`config.mk`:
```
export PLATFORM = sky130hd
export DESIGN_NAME = motion_arbiter
export DESIGN_NICKNAME = d
export VERILOG_FILES = /design/src/rtl/motion_arbiter.sv
export SDC_FILE = /design/constraint.sdc
export NUM_CORES = 1
export LEC_CHECK = 0
export ABC_AREA = 0
export BUFFER_PORTS_ARGS = -buffer_cell sky130_fd_sc_hd__buf_2
export CAP_MARGIN = 40
export CORE_MARGIN = 1
export CORE_UTILIZATION = 45
export CTS_BUF_LIST = sky130_fd_sc_hd__clkbuf_16
export DETAILED_ROUTE_END_ITERATION = 8
export PLACE_DENSITY = 0.71
export SLEW_MARGIN = 20
export SYNTH_ARGS = -nofsm -noshare
export SYNTH_HDL_FRONTEND = slang
export SYNTH_SLANG_ARGS = --single-unit
```
`constraint.sdc`:
```
create_clock -name clk -period 1.84 [get_ports clk]
set_input_delay 0.184 -clock clk [delete_from_list [all_inputs] [get_ports clk]]
set_output_delay 0.184 -clock clk [all_outputs]
set_load 0.01 [all_outputs]
```
`src/rtl/motion_arbiter.sv`:
```
// motion_arbiter: top-level drive-path sequencer. Alternates spiral_move and
// turn_around_move, separated by a motors-off settle gap, and muxes the
// active behaviour's speed/command onto the motor bus.
module motion_arbiter #(
    parameter int          SETTLE_CYCLES = 4,
    parameter int          TURN_TIMEOUT  = 1023,
    parameter logic [9:0]  LFSR_SEED     = 10'h2A5,
    parameter int          CNT_W         = 8
) (
    input  logic             clk,
    input  logic             rst,
    input  logic             start,
    input  logic             stop,
    input  logic             bump,
    input  logic             done_spin,
    input  logic [2:0]       spiral_speed,
    input  logic [9:0]       spiral_cmd,
    input  logic [2:0]       turn_speed,
    input  logic [9:0]       turn_cmd,
    output logic             spiral_enable,
    output logic             turn_enable,
    output logic [9:0]       random_angle,
    output logic [2:0]       output_speed,
    output logic [9:0]       motion_command,
    output logic [1:0]       state,
    output logic [CNT_W-1:0] bump_count,
    output logic             timeout_flag
);

    localparam int SET_W = (SETTLE_CYCLES > 1) ? $clog2(SETTLE_CYCLES) : 1;
    localparam int TO_W  = (TURN_TIMEOUT > 1) ? $clog2(TURN_TIMEOUT) : 1;

    typedef enum logic [1:0] {
        ST_IDLE   = 2'd0,
        ST_SETTLE = 2'd1,
        ST_SPIRAL = 2'd2,
        ST_TURN   = 2'd3
    } state_t;

    state_t            cur_state;
    state_t            nxt_state;
    state_t            pend_state;
    state_t            nxt_pend;
    logic [SET_W-1:0]  settle_cnt;
    logic [SET_W-1:0]  nxt_settle;
    logic [TO_W-1:0]   turn_cnt;
    logic [TO_W-1:0]   nxt_turn;
    logic              accept_bump;
    logic              turn_timeout;
    logic [2:0]        nxt_speed;
    logic [9:0]        nxt_cmd;
    logic [9:0]        lfsr;

    // Enables and state are decoded straight from the state register
    assign state         = cur_state;
    assign spiral_enable = (cur_state == ST_SPIRAL);
    assign turn_enable   = (cur_state == ST_TURN);

    // State register together with the settle and turn-timeout counters
    always_ff @(posedge clk or negedge rst) begin
        if (!rst) begin
            cur_state  <= ST_IDLE;
            pend_state <= ST_SPIRAL;
            settle_cnt <= '0;
            turn_cnt   <= '0;
        end else begin
            cur_state  <= nxt_state;
            pend_state <= nxt_pend;
            settle_cnt <= nxt_settle;
            turn_cnt   <= nxt_turn;
        end
    end

    // Next-state logic; stop overrides every other event, and the bus is only
    // loaded while the current mode persists so every gap drives zero
    always_comb begin
        nxt_state    = cur_state;
        nxt_pend     = pend_state;
        nxt_settle   = settle_cnt;
        nxt_turn     = '0;
        accept_bump  = 1'b0;
        turn_timeout = 1'b0;
        nxt_speed    = 3'd0;
        nxt_cmd      = 10'd0;

        case (cur_state)
            ST_IDLE: begin
                if (start) begin
                    nxt_state  = ST_SETTLE;
                    nxt_pend   = ST_SPIRAL;
                    nxt_settle = SET_W'(SETTLE_CYCLES - 1);
                end
            end
            ST_SETTLE: begin
                if (settle_cnt == '0) begin
                    nxt_state = pend_state;
                end else begin
                    nxt_settle = settle_cnt - SET_W'(1);
                end
            end
            ST_SPIRAL: begin
                if (bump) begin
                    accept_bump = 1'b1;
                    nxt_state   = ST_SETTLE;
                    nxt_pend    = ST_TURN;
                    nxt_settle  = SET_W'(SETTLE_CYCLES - 1);
                end
            end
            ST_TURN: begin
                if (done_spin) begin
                    nxt_state  = ST_SETTLE;
                    nxt_pend   = ST_SPIRAL;
                    nxt_settle = SET_W'(SETTLE_CYCLES - 1);
                end else if (turn_cnt == TO_W'(TURN_TIMEOUT - 1)) begin
                    turn_timeout = 1'b1;
                    nxt_state    = ST_SETTLE;
                    nxt_pend     = ST_SPIRAL;
                    nxt_settle   = SET_W'(SETTLE_CYCLES - 1);
                end else begin
                    nxt_turn = turn_cnt + TO_W'(1);
                end
            end
            default: begin
                nxt_state = ST_IDLE;
            end
        endcase

        if (stop) begin
            nxt_state    = ST_IDLE;
            accept_bump  = 1'b0;
            turn_timeout = 1'b0;
        end

        if (nxt_state == cur_state) begin
            if (cur_state == ST_SPIRAL) begin
                nxt_speed = spiral_speed;
                nxt_cmd   = spiral_cmd;
            end else if (cur_state == ST_TURN) begin
                nxt_speed = turn_speed;
                nxt_cmd   = turn_cmd;
            end
        end
    end

    // Free-running LFSR, angle capture, bump counter, timeout flag and motor bus
    always_ff @(posedge clk or negedge rst) begin
        if (!rst) begin
            lfsr           <= LFSR_SEED;
            random_angle   <= '0;
            bump_count     <= '0;
            timeout_flag   <= 1'b0;
            output_speed   <= '0;
            motion_command <= '0;
        end else begin
            lfsr <= {lfsr[8:0], lfsr[9] ^ lfsr[6]};
            if (accept_bump) begin
                random_angle <= lfsr;
                if (bump_count != {CNT_W{1'b1}}) begin
                    bump_count <= bump_count + CNT_W'(1);
                end
            end
            if (turn_timeout) begin
                timeout_flag <= 1'b1;
            end
            output_speed   <= nxt_speed;
            motion_command <= nxt_cmd;
        end
    end

endmodule

```
==> metrics.csv <==
metric,value,unit
share of the synthesized area in the top cell type,0.5442,
drt initial violations,62,
post-DR wirelength/cell,13.04,um
Worst Skew,0.006171,ns
count of cell types in the netlist,37,
CTS max path bufs,2,
VDD IR max,812.0,uV
first-pass iteration count of the detailed router,4,
io pins,68,
Mapped Avg Cell Area,12.26,um^2
RSZ-0062 raised after global routing,false,
Ys Warns,0,
synth top area cells,"dfrtp_1 54%, mux2_2 5.7%, dfstp_2 5.5%",
core area,5107,um^2
Reg2Reg Setup Slack,0.15,ns
post-CTS sizing,0,
n_diodes,0,
largest net degree at the start of global routing,41,
Syn Nets,231,
Startpoint Class,flop,
Netlist Area Pre-Place,2391,um^2
CTS tree,done,
Cells after Synth,195,
hold depth,3,
Worst-path clk slew,0.05,ns
status,finished clean,
Yosys top cell by area,dfrtp_1,
initial core utilization,0.4682,
vias in the first global route,1642,
reg2reg start,turn_cnt[1]$_DFF_PN0_,
power per cell area,1054,nW/um^2
routed wire length,4.552,mm
Synth Register Bits,57,
setup repair bufs after CTS,0,
CP max FO,11,
Final Hold Fails,0,
Sinks on Clock Net,57,
FF-to-FF End,state[1]$_DFF_PN0_,
Final HPWL DP,3.219,mm
Worst Hold Launch,spiral_speed[0],
Max Fclk,590.5,MHz
Setup-failing EPs final,0,
"EDFF count, synth",0,
Lkg Pwr,1.653,nW
Rel. slew slack,0.7229,
WS Path Type,reg -> reg,
Routed Antenna Nets,0,
row cnt,26,
Slew Limit Fails,0,
fin nets,310,
vias,1749,
Die Span Y,74.90,um
crit path DAT,1.94,ns
initial antenna violation count,0,
Remaining DRCs,0,
register area share after synthesis,0.5992,
worst-skew pair later-pin latency,0.32,ns
GRT Total Usage,0.1903,
PortBufs,67,
R2R depth,5,
crit path capture type,flop,
async set-or-reset flop fraction in the synthesized netlist,1.000,
Slew @ Worst Pin,0.4157,ns
Final Wtd Congestion,0.7682,
max_cap viols,0,
grt ovf,0,
type of the worst min-delay path,in -> reg,
top_reg_cell synth,dfrtp_1,
WP data required,2.08,ns
CTS Hold Bufs,1,
layout cell share with drive strength beyond 1,0.4301,
Area growth syn-to-layout,32.03,%
die area,5609,um^2
H-tree depth,3,
Chip Width,74.90,um
global-route wire length before repair,7.659,mm
Worst Hold End,output_speed[0]$_DFF_PN0_,
TNS Setup,0,ns
Root Buffer,clkbuf_16,
Total Power,0.003328,W
Final period util,0.9203,
total CTS buffers,9,
min cycle time layout,1.693,ns
Via density,5.011,
sequential cells by signal (all words and copies together), names as in the netlist:
name            cells
bump_count          8
motion_command     10
state               2
turn_cnt           10
random_angle       10
pend_state          1
timeout_flag        1
settle_cnt          2
lfsr               10
output_speed        3
stage by stage:
| stage | hold slack (ns) | setup slack (ns) | utilization | std cells | area (um^2) |
|---|---|---|---|---|---|
| floorplan | -0.1116 | 0.1653 | - | 195 | 2391 |
| global placement | 0.1394 | 0.1846 | 0.5549 | 332 | 2834 |
| detailed placement | 0.1457 | 0.1568 | 0.5549 | 332 | 2834 |
| CTS | 0.09808 | 0.1457 | 0.6181 | 349 | 3157 |
| global route | 0.1249 | 0.03326 | 0.6181 | 349 | 3157 |
| finish | 0.1079 | 0.1466 | 0.6181 | 349 | 3157 |
critical path: stages (launching register included):
cell     delay [ns]
dfrtp_1        0.41
ha_1           0.19
and3_1         0.18
and4_4         0.21
or3_4          0.47
a31oi_1        0.16
per-layer routing:
metal / vias up / part of all wire / global-route usage
met1: 828 / 0.46 / 0.2443
li1: 841 / - / -
met5: - / 0 / 0
met3: 10 / 0.069 / 0.06961
met2: 70 / 0.45 / 0.2793
met4: 0 / 0.018 / 0.1069
power by group:
group,internal [W],switching (W)
registers,0.00130,0.0000345
clock network,0.00117,0.000542
logic,0.000133,0.000152
total,0.00260,0.000728
Yosys cell counts (2+ instances only):
master,n
and4_4,2
and3_1,5
a22oi_1,14
nand4_1,6
inv_1,7
nor2_1,17
a211oi_1,2
nor3_1,3
o21ai_0,4
dfrtp_1,52
nand2b_1,2
nor2_2,10
nand3_1,4
xor2_1,11
dfstp_2,5
mux2_2,12
xnor2_1,4
nor3b_1,3
nand2_1,5
a21oi_1,2
buf_2,5
ha_1,4
buf_6,2
cells by family (layout without fill, tap and decap cells):
family | after synthesis | count (layout) | synth area share
AND/OR/NAND/NOR | 63 | 63 | 0.1502
flip-flops | 57 | 57 | 0.5992
AO/OA/AOI/OAI | 29 | 29 | 0.08530
XOR/XNOR | 15 | 15 | 0.05494
buffers and inverters | 15 | 99 | 0.03296
multiplexers | 12 | 12 | 0.05652
adder cells (fa/ha/maj) | 4 | 4 | 0.02093
placed cells by master (no fill, tap or decap), drive strengths merged, types with 3 or more instances in the layout:
master	instances
a21oi	3
a22oi	14
and3	5
buf	75
clkbuf	9
clkinv	3
dfrtp	52
dfstp	5
ha	4
inv	8
mux2	12
nand2	5
nand3	4
nand4	6
nor2	27
nor3	3
nor3b	3
o21ai	4
xnor2	4
xor2	11
cell type report:
class	instances	area, um^2
flip-flops and latches	57	1433
inverters	7	26.28
well taps	70	87.58
clock inverters	7	87.58
repair buffers	76	417.9
multi-input cells	123	879.6
fillers	406	1951
clock buffers	9	225.2
worst max-delay path by stage:
| stage | startpoint | end | slack [ns] | cells past startpoint |
|---|---|---|---|---|
| floorplan | turn_cnt[0]$_DFF_PN0_ | turn_cnt[2]$_DFF_PN0_ | 0.17 | 7 |
| global placement | turn_cnt[1]$_DFF_PN0_ | state[1]$_DFF_PN0_ | 0.18 | 5 |
| detailed placement | turn_cnt[1]$_DFF_PN0_ | state[1]$_DFF_PN0_ | 0.16 | 5 |
| CTS | turn_cnt[1]$_DFF_PN0_ | state[1]$_DFF_PN0_ | 0.15 | 5 |
| global route | settle_cnt[1]$_DFFE_PN0P_ | motion_command[3]$_DFF_PN0_ | 0.03 | 7 |
| finish | turn_cnt[1]$_DFF_PN0_ | state[1]$_DFF_PN0_ | 0.15 | 5 |
Power figures use the tool's default switching activity.
